--- config.mk ---
export PLATFORM = sky130hd
export DESIGN_NAME = narnet_seq_ctrl
export DESIGN_NICKNAME = d
export VERILOG_FILES = /design/src/rtl/narnet_seq_ctrl.sv
export SDC_FILE = /design/constraint.sdc
export NUM_CORES = 1
export LEC_CHECK = 0
export CAP_MARGIN = 20
export CORE_MARGIN = 5
export CORE_UTILIZATION = 39
export DETAILED_ROUTE_END_ITERATION = 10
export GPL_ROUTABILITY_DRIVEN = 0
export GPL_TIMING_DRIVEN = 0
export PLACE_DENSITY = 0.64
export SETUP_SLACK_MARGIN = 0.02
export SLEW_MARGIN = 10
export SYNTH_ARGS = -nofsm -noshare
export SYNTH_HDL_FRONTEND = slang
export SYNTH_SLANG_ARGS = --single-unit
--- constraint.sdc ---
create_clock -name clk_i -period 2.5 [get_ports clk_i]
set_clock_uncertainty 0.05 [all_clocks]
set_input_delay 0.5 -clock clk_i [delete_from_list [all_inputs] [get_ports clk_i]]
set_output_delay 0.5 -clock clk_i [all_outputs]
set_load 0.01 [all_outputs]
--- src/rtl/narnet_seq_ctrl.sv ---
// narnet_seq_ctrl: queues measured samples, hands them one at a time to a
// NARNet inference core with the x_ready/out_ready pulse handshake, runs
// closed-loop multi-step prediction on command and resets a hung core.
//
// state  | meaning
// IDLE   | waiting for a pending closed-loop command or a queued sample
// ISSUE  | one-cycle core_x_ready strobe, watchdog armed
// WAIT   | waiting for core_out_ready, watchdog counting down
// NEXT   | prediction strobe out; re-issue for the next closed-loop step or finish
module narnet_seq_ctrl #(
  parameter int N          = 10,
  parameter int Q          = 8,
  parameter int FIFO_DEPTH = 8,
  parameter int HZN_W      = 6,
  parameter int TIMEOUT    = 512
) (
  input  logic             clk_i,
  input  logic             rst_i,
  input  logic             enable_i,
  input  logic             s_valid_i,
  input  logic [N-1:0]     s_data_i,
  output logic             s_ready_o,
  input  logic             cmd_start_i,
  input  logic [HZN_W-1:0] cmd_horizon_i,
  output logic             core_enable_o,
  output logic             core_rst_o,
  output logic [N-1:0]     core_x_in_o,
  output logic             core_x_ready_o,
  input  logic [N-1:0]     core_y_out_i,
  input  logic             core_out_ready_i,
  output logic             p_valid_o,
  output logic [N-1:0]     p_data_o,
  output logic             p_closed_o,
  output logic             p_last_o,
  output logic             busy_o,
  output logic             err_cmd_o,
  output logic             err_timeout_o
);

  localparam int PW = (FIFO_DEPTH > 2) ? $clog2(FIFO_DEPTH) : 1;
  localparam int CW = PW + 1;
  localparam int WW = (TIMEOUT > 2) ? $clog2(TIMEOUT) : 1;
  localparam logic [CW-1:0] FULL_CNT = CW'(FIFO_DEPTH);
  // Watchdog is a down-counter: loaded at ISSUE so that its terminal count
  // lands the wd_rst pulse exactly TIMEOUT cycles after the issue strobe.
  localparam logic [WW-1:0] WD_LOAD  = WW'(TIMEOUT - 2);

  // Q only describes the fixed-point format of the words passed through.
  if (FIFO_DEPTH < 2 || (FIFO_DEPTH & (FIFO_DEPTH - 1)) != 0 || TIMEOUT < 2 || Q >= N)
  begin : g_bad_params
    $error("narnet_seq_ctrl: illegal parameter set");
  end

  typedef enum logic [1:0] {
    S_IDLE  = 2'd0,
    S_ISSUE = 2'd1,
    S_WAIT  = 2'd2,
    S_NEXT  = 2'd3
  } state_t;

  state_t           state_q, state_d;
  logic [N-1:0]     mem_q [FIFO_DEPTH];
  logic [PW-1:0]    wr_ptr_q, wr_ptr_d, rd_ptr_q, rd_ptr_d;
  logic [CW-1:0]    count_q, count_d;
  logic             s_ready_q, s_ready_d;
  logic [N-1:0]     x_in_q, x_in_d;
  logic             mode_q, mode_d;
  logic [HZN_W-1:0] steps_q, steps_d;
  logic [HZN_W-1:0] hzn_q, hzn_d;
  logic             pending_q, pending_d;
  logic             have_pred_q, have_pred_d;
  logic [N-1:0]     last_pred_q, last_pred_d;
  logic [N-1:0]     p_data_q, p_data_d;
  logic             p_valid_q, p_valid_d;
  logic             p_closed_q, p_closed_d;
  logic             p_last_q, p_last_d;
  logic             err_cmd_q, err_cmd_d;
  logic             err_to_q, err_to_d;
  logic             wd_rst_q, wd_rst_d;
  logic [WW-1:0]    wd_cnt_q, wd_cnt_d;
  logic             sticky_q, sticky_d;
  logic [N-1:0]     hold_q, hold_d;

  logic             push, pop, pend_take, consume, wd_fire, cmd_ok, closed_active;
  logic [N-1:0]     y_sel;

  assign push          = s_valid_i & s_ready_q;
  assign closed_active = mode_q & (state_q != S_IDLE);
  assign cmd_ok        = cmd_start_i & (cmd_horizon_i != '0) & have_pred_q &
                         ~pending_q & ~closed_active;

  // Sequencer next state: issue ordering, handshake capture and watchdog.
  always_comb begin
    state_d   = state_q;
    x_in_d    = x_in_q;
    mode_d    = mode_q;
    steps_d   = steps_q;
    wd_cnt_d  = wd_cnt_q;
    sticky_d  = sticky_q;
    hold_d    = hold_q;
    pop       = 1'b0;
    pend_take = 1'b0;
    consume   = 1'b0;
    wd_fire   = 1'b0;
    y_sel     = hold_q;
    unique case (state_q)
      S_IDLE: begin
        if (enable_i) begin
          if (pending_q) begin
            x_in_d    = last_pred_q;
            steps_d   = hzn_q;
            pend_take = 1'b1;
            mode_d    = 1'b1;
            state_d   = S_ISSUE;
          end else if (count_q != '0) begin
            pop     = 1'b1;
            x_in_d  = mem_q[rd_ptr_q];
            mode_d  = 1'b0;
            state_d = S_ISSUE;
          end
        end
      end
      S_ISSUE: begin
        if (enable_i) begin
          wd_cnt_d = WD_LOAD;
          state_d  = S_WAIT;
        end
      end
      S_WAIT: begin
        if (!enable_i) begin
          // A result arriving while frozen is parked until enable returns.
          if (core_out_ready_i) begin
            sticky_d = 1'b1;
            hold_d   = core_y_out_i;
          end
        end else if (core_out_ready_i || sticky_q) begin
          consume  = 1'b1;
          sticky_d = 1'b0;
          y_sel    = core_out_ready_i ? core_y_out_i : hold_q;
          state_d  = S_NEXT;
        end else if (wd_cnt_q == '0) begin
          wd_fire = 1'b1;
          steps_d = '0;
          state_d = S_IDLE;
        end else begin
          wd_cnt_d = wd_cnt_q - WW'(1);
        end
      end
      S_NEXT: begin
        if (enable_i) begin
          if (mode_q && (steps_q > HZN_W'(1))) begin
            steps_d = steps_q - HZN_W'(1);
            x_in_d  = last_pred_q;
            state_d = S_ISSUE;
          end else begin
            state_d = S_IDLE;
          end
        end
      end
      default: state_d = S_IDLE;
    endcase
  end

  // FIFO bookkeeping, command acceptance and result/strobe generation.
  always_comb begin
    wr_ptr_d = push ? (wr_ptr_q + PW'(1)) : wr_ptr_q;
    rd_ptr_d = pop  ? (rd_ptr_q + PW'(1)) : rd_ptr_q;
    count_d  = count_q;
    case ({push, pop})
      2'b10:   count_d = count_q + CW'(1);
      2'b01:   count_d = count_q - CW'(1);
      default: count_d = count_q;
    endcase
    s_ready_d = (count_d != FULL_CNT);

    hzn_d     = cmd_ok ? cmd_horizon_i : hzn_q;
    err_cmd_d = cmd_start_i & ~cmd_ok;
    pending_d = pending_q;
    if (wd_fire) begin
      pending_d = 1'b0;
    end else if (cmd_ok) begin
      pending_d = 1'b1;
    end else if (pend_take) begin
      pending_d = 1'b0;
    end

    have_pred_d = have_pred_q;
    if (wd_fire) begin
      have_pred_d = 1'b0;
    end else if (consume) begin
      have_pred_d = 1'b1;
    end
    last_pred_d = consume ? y_sel : last_pred_q;
    p_data_d    = consume ? y_sel : p_data_q;
    p_valid_d   = consume;
    p_closed_d  = consume & mode_q;
    p_last_d    = consume & mode_q & (steps_q == HZN_W'(1));
    err_to_d    = wd_fire;
    wd_rst_d    = wd_fire;
  end

  // Control and datapath registers, synchronous reset.
  always_ff @(posedge clk_i) begin
    if (rst_i) begin
      state_q     <= S_IDLE;
      wr_ptr_q    <= '0;
      rd_ptr_q    <= '0;
      count_q     <= '0;
      s_ready_q   <= 1'b0;
      x_in_q      <= '0;
      mode_q      <= 1'b0;
      steps_q     <= '0;
      hzn_q       <= '0;
      pending_q   <= 1'b0;
      have_pred_q <= 1'b0;
      last_pred_q <= '0;
      p_data_q    <= '0;
      p_valid_q   <= 1'b0;
      p_closed_q  <= 1'b0;
      p_last_q    <= 1'b0;
      err_cmd_q   <= 1'b0;
      err_to_q    <= 1'b0;
      wd_rst_q    <= 1'b0;
      wd_cnt_q    <= '0;
      sticky_q    <= 1'b0;
      hold_q      <= '0;
    end else begin
      state_q     <= state_d;
      wr_ptr_q    <= wr_ptr_d;
      rd_ptr_q    <= rd_ptr_d;
      count_q     <= count_d;
      s_ready_q   <= s_ready_d;
      x_in_q      <= x_in_d;
      mode_q      <= mode_d;
      steps_q     <= steps_d;
      hzn_q       <= hzn_d;
      pending_q   <= pending_d;
      have_pred_q <= have_pred_d;
      last_pred_q <= last_pred_d;
      p_data_q    <= p_data_d;
      p_valid_q   <= p_valid_d;
      p_closed_q  <= p_closed_d;
      p_last_q    <= p_last_d;
      err_cmd_q   <= err_cmd_d;
      err_to_q    <= err_to_d;
      wd_rst_q    <= wd_rst_d;
      wd_cnt_q    <= wd_cnt_d;
      sticky_q    <= sticky_d;
      hold_q      <= hold_d;
    end
  end

  // Sample storage; no reset needed since count gates every read.
  always_ff @(posedge clk_i) begin
    if (push && !rst_i) begin
      mem_q[wr_ptr_q] <= s_data_i;
    end
  end

  assign s_ready_o      = s_ready_q;
  assign core_enable_o  = enable_i & ~rst_i;
  assign core_rst_o     = rst_i | wd_rst_q;
  assign core_x_in_o    = x_in_q;
  assign core_x_ready_o = (state_q == S_ISSUE) & enable_i;
  assign p_valid_o      = p_valid_q;
  assign p_data_o       = p_data_q;
  assign p_closed_o     = p_closed_q;
  assign p_last_o       = p_last_q;
  assign busy_o         = (state_q != S_IDLE) | pending_q;
  assign err_cmd_o      = err_cmd_q;
  assign err_timeout_o  = err_to_q;

endmodule
==> PnR_summary.wiki <==
{| class="wikitable"
! Metric !! Value
|-
| Post-Synthesis Mean Instance Area || 11.4 um^2
|-
| Number of buffers inserted for hold repair after clock tree synthesis || 0
|-
| Routed wire length per instance || 18.2 um
|-
| Status || complete, no violations
|-
| Cells along the critical path || clkdlybuf4s50_1 > nand2_1 > or2_2 > nor4b_2 > buf_4
|-
| Met3 Wirelength || 850 um
|-
| Post-synth ARST share || 0%
|-
| Highest routed layer || met4
|-
| Unrepaired setup endpoints after global routing || true
|-
| Clock net sink count || 156
|-
| Initial cell density of the core || 39.3%
|-
| Most used DFF post-synth || sky130_fd_sc_hd__edfxtp_1
|-
| H-Tree Level Count || 4
|-
| Worst min-delay path startpoint || hold_q[4]$_SDFFE_PP0P_
|-
| First-pass GRT wire length || 26600 um
|-
| Global route total overflow || 0
|-
| Cell taking the most area after synthesis || sky130_fd_sc_hd__edfxtp_1
|-
| Leading cell types by total area after synthesis || sky130_fd_sc_hd__edfxtp_1, sky130_fd_sc_hd__dfxtp_1, sky130_fd_sc_hd__a21oi_1
|-
| Number of synthesized register bits || 156
|-
| Die outline height || 141 um
|-
| Per-cell via count in the routed design || 5.47
|-
| Share of Yosys cell area claimed by the top area cell type || 35.9%
|-
| Crit share post-route || 99.0%
|-
| Combined area of all synthesized cells || 6700 um^2
|-
| Number of nets in the layout || 725
|-
| Antenna violations before repair || 0
|-
| Filler Cells Inserted || 1507
|-
| # rows || 48
|-
| Critical path launch point type || primary input
|-
| Share of the core filled with cells || 49.3%
|-
| Detail Route met2 WL || 8210 um
|-
| Total count of max-transition violations in the final report || 0
|-
| Buffer type at the clock tree root || sky130_fd_sc_hd__clkbuf_16
|-
| Hold Path Cell Cnt || 2
|-
| Share of layout cells above drive strength 1 || 16.6%
|-
| Iter 0 DRT Violations || 269
|-
| Reg2Reg Launch Point || state_q[1]$_SDFFE_PP0P_
|-
| HPWL after DPL || 11900 um
|-
| Largest stage delay on the critical path || 0.61 ns
|-
| Hold violation count in the final report || 0
|-
| Slew at the pin with the worst max-slew slack || 1.06 ns
|-
| Number of antenna-violating nets in the routed design || 0
|-
| Horizontal die dimension || 141 um
|-
| Total routing resource utilization after global routing || 17.1%
|-
| Highest attainable clock frequency || 0.404 GHz
|-
| WL met1 || 7310 um
|-
| Placed inst area || 7670 um^2
|-
| Total die area || 19900 um^2
|-
| Post-Syn Nets || 634
|-
| Critical path start-end classification || primary input to flip-flop
|-
| Clock latency reported for the late side of the worst-skew pair || 0.43 ns
|-
| Post-synthesis sequential area ratio || 58.6%
|-
| Multi-input gate area || 2700 um^2
|-
| Critical path peak fanout || 6
|-
| Most frequent cells after synthesis || sky130_fd_sc_hd__edfxtp_1, sky130_fd_sc_hd__dfxtp_1, sky130_fd_sc_hd__nand2_1
|-
| Pin count of the biggest net entering global routing || 17
|-
| Number of global-route vias before repair || 5187
|-
| Slowest CP cell || sky130_fd_sc_hd__nor4b_2
|-
| Cell type group with the largest total delay on the critical path || simple AND/OR/NAND/NOR gates
|-
| Longest Clk Path Bufs || 2
|-
| Power density over the cells || 997 nW/um^2
|-
| Number of cells on the worst reg-to-reg path || 10
|-
| Total number of vias || 5019
|-
| CTS tree || built
|-
| IO Count || 62
|-
| Worst reg2reg setup slack || 0.14 ns
|-
| Static leakage || 2.85 nW
|-
| Synth warnings || 0
|-
| Mapped Cells || 589
|-
| Worst EP arrival || 2.56 ns
|-
| Port bufs || 60
|-
| Worst min-delay path endpoint || hold_q[4]$_SDFFE_PP0P_
|-
| TritonRoute pass-1 iters || 5
|-
| Register Area || 3930 um^2
|-
| Area delta synth->final || 25.6%
|-
| Worst-case headroom to the max-slew limit || 29.2%
|-
| DRC violation count after routing || 0
|-
| Placeable core area || 17100 um^2
|-
| Reg-to-Reg End || s_ready_o$_SDFF_PP0_
|-
| Count of final setup violators || 0
|-
| Area of all placed cells without fillers || 8410 um^2
|-
| Total length of routed wires || 16700 um
|-
| Buf+Inv Stages, Crit Path || 2
|-
| Cell with the most instances after synthesis || sky130_fd_sc_hd__edfxtp_1
|-
| Worst Setup End Kind || flip-flop
|-
| WP data required || 2.58 ns
|-
| Worst hold path type || flip-flop to flip-flop
|-
| Antenna diodes || 0
|-
| Minimum clock period after layout || 2.48 ns
|-
| Num CTS Buffers || 17
|-
| Total of max-cap violations || 0
|-
| Reg clk slew, reported paths || 0.06 ns
|-
| EDFF count, synth || 80
|-
| IR Drop Worst-Case VDD || 0.000540 V
|-
| Synth unique cells || 53
|}
-- cell families (layout without fill, tap and decap cells) --
family | count (synthesis) | count (layout) | share of synthesized area [%]
and+or+nand+nor | 172 | 172 | 13.0
DFF | 156 | 156 | 58.6
AOI/OAI and AO/OA | 143 | 143 | 14.1
buffers and inverters | 46 | 150 | 2.95
muxes | 43 | 43 | 6.76
xor gates and xnor gates | 16 | 16 | 2.09
adders and majority gates | 13 | 13 | 2.43
-- state kept, by name, indices dropped and copies added (netlist names), 2 cells and up, named ones only --
signal and count:
core_x_in_o 10, count_q 4, hold_q 10, hzn_q 6, mem_q 80, p_data_o 10, rd_ptr_q 3, state_q 2
steps_q 6, wd_cnt_q 9, wr_ptr_q 3
-- final cells by class --
class | instances | share of cell area (%)
well taps | 225 | 3.35
clock buffers | 18 | 5.10
repair buffers | 73 | 8.35
multi-input cells | 387 | 32.1
inverters | 10 | 0.476
plain buffers | 35 | 2.05
clock inverters | 14 | 1.87
flip-flops and latches | 156 | 46.7
-- layout by cell type, fill, tap and decap left out, types with 15 or more instances in the layout --
master / instances
sky130_fd_sc_hd__a21oi_1: 52
sky130_fd_sc_hd__clkbuf_1: 19
sky130_fd_sc_hd__clkbuf_16: 17
sky130_fd_sc_hd__clkdlybuf4s50_1: 57
sky130_fd_sc_hd__dfxtp_1: 75
sky130_fd_sc_hd__edfxtp_1: 80
sky130_fd_sc_hd__mux2_2: 18
sky130_fd_sc_hd__mux2i_1: 25
sky130_fd_sc_hd__nand2_1: 53
sky130_fd_sc_hd__nor2_1: 37
sky130_fd_sc_hd__nor2b_1: 15
-- where the power goes --
group          switching [mW]  internal (mW)
registers               0.253           2.94
logic                    1.39           1.22
clock network            1.08           1.49
-- per-stage QoR --
step	TNS (ns)	worst slack, ns	hold WS [ns]	total power, mW	cells
5_1_grt	-0.285	-0.0305	0.429	8.82	918
6_report	0	0.0243	0.403	8.38	918
3_5_place_dp	-20.41	-0.708	0.396	5.65	880
3_3_place_gp	-68.08	-1.47	0.391	5.54	874
2_1_floorplan	0	0.0261	0.386	4.83	589
4_1_cts	-0.200	-0.0665	0.405	8.32	917
-- timing repair --
item,CTS,global route
pin swaps,2,4
endpoints found under the hold margin,0,0
resized for setup,19,18
buffers inserted,5,2
setup endpoints to repair,12,32
-- worst max-delay path by stage --
stage	startpoint	to	slack, ns	cells after the start
final	s_valid_i	mem_q[1][0]$_DFFE_PP_	0.02	5
after global routing	s_valid_i	mem_q[0][0]$_DFFE_PP_	-0.03	5
after global placement	rst_i	mem_q[3][4]$_DFFE_PP_	-1.47	3
after CTS	state_q[0]$_SDFFE_PP0P_	core_x_in_o[0]$_SDFFE_PP0P_	-0.07	7
after floorplan	state_q[0]$_SDFFE_PP0P_	count_q[3]$_SDFF_PP0_	0.03	10
after detailed placement	enable_i	s_ready_o$_SDFF_PP0_	-0.71	9
-- tightest hold or removal path, delay by kind of cell, from the launching register on --
kind | cells | cell delay, ns
AND/OR/NAND/NOR | 1 | 0.05
AO/OA/AOI/OAI | 1 | 0.05
flip-flops | 1 | 0.31
-- routing by layer --
layer / track usage [%] / up-vias
met5: 0 / -
met4: 6.68 / 0
met3: 4.44 / 29
met2: 28.4 / 138
met1: 21.5 / 2462
li1: - / 2390
Note: power is estimated with default switching activity, not from simulation.
